[src/rtl/turn_sequencer.sv]
// Timed manoeuvre sequencer: one crossroad command in, TURN/SETTLE/COOL/DONE phases out, each phase a fixed tick count.
// Outputs are registered except req_ready, which is gated live by reset, power and enable.
module turn_sequencer #(
    parameter int TICK_DIV     = 2000000,
    parameter int TURN_TICKS   = 200,
    parameter int SETTLE_TICKS = 10,
    parameter int COOL_TICKS   = 50,
    parameter int CNT_W        = 12
) (
    input  logic       sys_clk,
    input  logic       rst,
    input  logic       power,
    input  logic       enable,
    input  logic       req_valid,
    input  logic [1:0] req_dir,
    output logic       req_ready,
    input  logic       abort,
    output logic [3:0] moving_state,
    output logic       busy,
    output logic       done,
    output logic [2:0] phase
);

    typedef enum logic [2:0] {
        IDLE   = 3'b000,
        TURN   = 3'b001,
        SETTLE = 3'b010,
        COOL   = 3'b011,
        DONE   = 3'b100
    } phase_t;

    localparam logic [3:0] MS_STOP    = 4'b0000;
    localparam logic [3:0] MS_FORWARD = 4'b0001;
    localparam logic [3:0] MS_LEFT    = 4'b0100;
    localparam logic [3:0] MS_RIGHT   = 4'b1000;

    localparam logic [1:0] DIR_STRAIGHT = 2'b00;
    localparam logic [1:0] DIR_LEFT     = 2'b01;
    localparam logic [1:0] DIR_AROUND   = 2'b11;

    localparam int PW = $clog2(TICK_DIV);
    localparam logic [PW-1:0]    PRESC_MAX   = PW'(TICK_DIV - 1);
    localparam logic [CNT_W-1:0] TURN_LAST   = CNT_W'(TURN_TICKS - 1);
    localparam logic [CNT_W-1:0] AROUND_LAST = CNT_W'(2 * TURN_TICKS - 1);
    localparam logic [CNT_W-1:0] SETTLE_LAST = CNT_W'(SETTLE_TICKS - 1);
    localparam logic [CNT_W-1:0] COOL_LAST   = CNT_W'(COOL_TICKS - 1);

    phase_t           phase_q, phase_d;
    logic [1:0]       dir_q, dir_d;
    logic [PW-1:0]    presc_q;
    logic [CNT_W-1:0] cnt_q;
    logic [CNT_W-1:0] cnt_last;
    logic [3:0]       ms_q, ms_d;
    logic             busy_q, done_q;
    logic             tick, phase_end, clr, kill, accept;

    assign tick      = (presc_q == PRESC_MAX);
    assign phase_end = tick && (cnt_q == cnt_last);
    assign kill      = abort || !power || !enable;
    assign req_ready = rst && (phase_q == IDLE) && power && enable;
    assign accept    = req_valid && req_ready && !abort;

    always_comb begin
        cnt_last = COOL_LAST;
        case (phase_q)
            TURN:    cnt_last = (dir_q == DIR_AROUND) ? AROUND_LAST : TURN_LAST;
            SETTLE:  cnt_last = SETTLE_LAST;
            default: cnt_last = COOL_LAST;
        endcase
    end

    always_comb begin
        phase_d = phase_q;
        dir_d   = dir_q;
        clr     = 1'b0;
        if (kill) begin
            phase_d = IDLE;
            clr     = 1'b1;
        end else begin
            case (phase_q)
                IDLE: begin
                    if (accept) begin
                        dir_d   = req_dir;
                        phase_d = (req_dir == DIR_STRAIGHT) ? COOL : TURN;
                        clr     = 1'b1;
                    end
                end
                TURN: begin
                    if (phase_end) begin
                        phase_d = SETTLE;
                        clr     = 1'b1;
                    end
                end
                SETTLE: begin
                    if (phase_end) begin
                        phase_d = COOL;
                        clr     = 1'b1;
                    end
                end
                COOL: begin
                    if (phase_end) begin
                        phase_d = DONE;
                        clr     = 1'b1;
                    end
                end
                DONE: begin
                    phase_d = IDLE;
                    clr     = 1'b1;
                end
                default: begin
                    phase_d = IDLE;
                    clr     = 1'b1;
                end
            endcase
        end
    end

    // Output values are decoded from the next phase so they land in the same register stage as the phase itself.
    always_comb begin
        ms_d = MS_STOP;
        case (phase_d)
            TURN:        ms_d = (dir_d == DIR_LEFT) ? MS_LEFT : MS_RIGHT;
            COOL, DONE:  ms_d = MS_FORWARD;
            default:     ms_d = MS_STOP;
        endcase
    end

    always_ff @(posedge sys_clk or negedge rst) begin
        if (!rst) begin
            phase_q <= IDLE;
            dir_q   <= DIR_STRAIGHT;
            ms_q    <= MS_STOP;
            busy_q  <= 1'b0;
            done_q  <= 1'b0;
        end else begin
            phase_q <= phase_d;
            dir_q   <= dir_d;
            ms_q    <= ms_d;
            busy_q  <= (phase_d != IDLE);
            done_q  <= (phase_d == DONE);
        end
    end

    // Counters sit at zero while idle so every phase starts from a clean boundary.
    always_ff @(posedge sys_clk or negedge rst) begin
        if (!rst) begin
            presc_q <= '0;
            cnt_q   <= '0;
        end else if (clr || phase_q == IDLE) begin
            presc_q <= '0;
            cnt_q   <= '0;
        end else if (tick) begin
            presc_q <= '0;
            cnt_q   <= cnt_q + 1'b1;
        end else begin
            presc_q <= presc_q + 1'b1;
        end
    end

    assign phase        = phase_q;
    assign moving_state = ms_q;
    assign busy         = busy_q;
    assign done         = done_q;

endmodule

[config.mk]
export PLATFORM = sky130hd
export DESIGN_NAME = turn_sequencer
export DESIGN_NICKNAME = d
export VERILOG_FILES = /design/src/rtl/turn_sequencer.sv
export SDC_FILE = /design/constraint.sdc
export NUM_CORES = 1
export LEC_CHECK = 0
export CAP_MARGIN = 20
export CELL_PAD_IN_SITES_DETAIL_PLACEMENT = 0
export CELL_PAD_IN_SITES_GLOBAL_PLACEMENT = 1
export CORE_MARGIN = 1
export CORE_UTILIZATION = 36
export CTS_BUF_LIST = sky130_fd_sc_hd__clkbuf_8
export CTS_CLUSTER_DIAMETER = 120
export DETAILED_ROUTE_END_ITERATION = 10
export GPL_ROUTABILITY_DRIVEN = 0
export PLACE_DENSITY = 0.73
export SYNTH_ARGS = -nofsm -noshare
export SYNTH_HDL_FRONTEND = slang
export SYNTH_SLANG_ARGS = --single-unit
[constraint.sdc]
create_clock -name sys_clk -period 2.92 [get_ports sys_clk]
set_input_delay 0.584 -clock sys_clk [delete_from_list [all_inputs] [get_ports sys_clk]]
set_output_delay 0.584 -clock sys_clk [all_outputs]
set_load 0.05 [all_outputs]
==> flow_summary.yaml <==
status:
  status: "complete, no violations"
logic_synthesis:
  syn_area_um2: 2330
  ys_warn_count: 0
  synth.net_count: 259
  avgSynthCellArea_um2: 9.356
  ys_seq_area_share_pct: 46.19
  ys_ff_latch: 43
  synth-edff-count: 0
  post_synth_num_cell_types: 40
  ys_async_sr_fraction_pct: 100.0
  synthCells: 249
  ys.flop_type: "dfrtp_1"
finish:
  fin_nets: 276
  drive_above_1_share_pct: 9.363
  final_core_util_pct: 43.43
  final_cell_mix: "dfrtp_1, nor2_1, nand2_1, xnor2_1, clkdlybuf4s50_1"
  layout_commonest_cell: "dfrtp_1"
  final_cells: 342
  diodes: 0
  syn_to_final_growth_pct: 13.64
power_and_ir_drop:
  ir_drop_uv: 202.4
  internal_power_uw: 842.7
  p_sw_share_pct: 23.32
  p_leak_uw: 0.0009880
  power_uw: 1099
  p_clk_share_pct: 38.6
  comb_power_share_pct: 5.8
  power_switching_uw: 256.2
  seqPwrFrac_pct: 55.6
  powerDensity_nw_per_um2: 415.1
route:
  drt-wirelength-per-cell_um: 14.05
  route.final.wire_length_mm: 4.804
  drcViolationCount: 0
  dr_total_vias: 1808
  ant_nets: 0
  drtPass1Iterations: 4
  viasPerCell: 5.287
  drt_iter0_drc: 64
placement:
  placedCellCount: 334
  hpwl_mm: 3.308
  port_buffers: 16
global_routing:
  grt_start_max_net_pins: 43
  antenna_found_initial: 1
  grt_pass1_wl_mm: 8.307
  grt.met3_usage_pct: 3.626
  grt-busiest-layer: "met2"
  grt_pass1_vias: 1679
  grt_usage_pct: 16.47
  overflow: 0
  grt_util_met1_pct: 23.56
  use_met2_pct: 24.38
cts:
  clk_pin_slew_worst_paths_ns: 0.09
  cts_max_level: 2
  clock-sinks: 43
  cts_setup_buffers: 0
  insertion_delay_ns: 0.30
  cts.repair.resized: 0
  cts.path.max_buffers: 2
  ctsHoldBuffers: 0
  cts_buffers: 5
  clockRootBuffer: "clkbuf_8"
  tritoncts: "done"
timing:
  fmax_ghz: 0.3992
  slew_headroom_pct: 61.49
  fin_crit_sh_pct: 85.78
  final-hold-violation-count: 0
  worstMarginPinSlew_ns: 0.5732
  rsz0062_at_grt: "no"
  fin_crit_ns: 2.505
  finalSetupViolations: 0
  holdWs_ns: 0.08781
  report.final.slew_viol_count: 0
  setup_tns_ns: 0
  clock_skew_ns: 0.008830
worst_setup_path:
  cp_max_fo: 19
  crit_arrival_ns: 2.68
  r2r-start: "presc_q[8]"
  slowest_stage: "or4b_2"
  startpoint: "presc_q[8]"
  startpoint_type: "flip-flop"
  critPathMaxStageDelay_ns: 0.68
  required_ns: 3.10
  crit_chain: "or4b_2 > nor4_1 > and2_1 > or2_2 > nor2_1"
  critPathCaptureType: "flip-flop"
  critPathKind: "flip-flop to flip-flop"
flow_run:
  max_cap_viol_count: 0
floorplanning:
  initial_utilization_pct: 38.22
  fp.dieH_um: 82.45
  pin_count: 18
  die_x_um: 82.45
  die-area_um2: 6797
  core_um2: 6096
  rows: 28
worst_hold_path:
  hold_class: "input pin to async pin"
==> per-stage QoR <==
stage / worst slack (ns) / cell area [um^2]
CTS: 0.4359 / 2648
floorplan: 0.1726 / 2330
detailed placement: 0.2948 / 2544
global placement: 0.2676 / 2544
global route: 0.2610 / 2648
finish: 0.4152 / 2648
==> critical path: cells and delay by family, from the launching register on <==
kind	cells	cell delay, ns
and+or+nand+nor	5	1.95
DFF	1	0.44
==> layer usage <==
metal	up-vias	share of wire, %
met4	2	1.5
li1	913	-
met5	-	0.27
met3	8	3.0
met1	864	51
met2	21	44
==> area by class of cell <==
type	instances	area, um^2
fillers	608	3448
multi-input cells	186	1150
repair buffers	21	190.2
inverters	9	33.78
clock inverters	1	7.507
clock buffers	7	96.34
flip-flops and latches	43	1076
well taps	75	93.84
==> cells by family after synthesis <==
logic type	after synthesis	share of synthesized area [%]
buffers and inverters	20	4.457
AND/OR/NAND/NOR	121	26.42
XOR/XNOR	26	9.775
other	1	0.1610
AO/OA/AOI/OAI	30	8.969
flip-flops	43	46.19
multiplexers	6	2.954
adder cells (fa/ha/maj)	2	1.074
==> registers in the layout, summed over array words and instances (netlist names) <==
name,flops
phase,3
dir_q,2
done,1
moving_state,3
cnt_q,12
busy,1
presc_q,21
==> cell usage after synthesis (3+ instances only) <==
cell type  number  area (um^2)
xor2_1         11        96.34
or3_1           8        50.05
nor3_1         11        55.05
mux2_2          3        33.78
inv_1           9        33.78
nor4_1          4        25.02
a31oi_1         3        18.77
nor2_1         41        153.9
nand4_1        12        75.07
o21ai_0         8        40.04
buf_4           3        22.52
xnor2_1        15        131.4
nand2_1        17        63.81
a21oi_1         9        45.04
and3_1          5        31.28
dfrtp_1        43         1076
and4_1          3        26.28
nand3_1         8        40.04
clkbuf_1        4        15.01
==> power groups by stage <==
stage               logic, uW  registers, uW  clock network (uW)
floorplan                30.8            624                   0
global placement         64.2            623                   0
detailed placement       64.1            623                   0
CTS                      64.6            611                 433
global route             71.6            613                 466
finish                   63.3            611                 425
==> path summary, 6_finish.rpt <==
| check | end | depth (start not counted) | slack, ns |
|---|---|---|---|
| min in group sys_clk | presc_q[0] | 1 | 0.53 |
| min | moving_state[0] | 1 | 0.09 |
| max in group asynchronous | cnt_q[4] | 2 | 2.09 |
| min reg2reg | presc_q[0] | 1 | 0.53 |
| max | presc_q[8] | 5 | 0.42 |
| max reg2reg | presc_q[8] | 5 | 0.42 |
(Power assumes the default switching activity.)
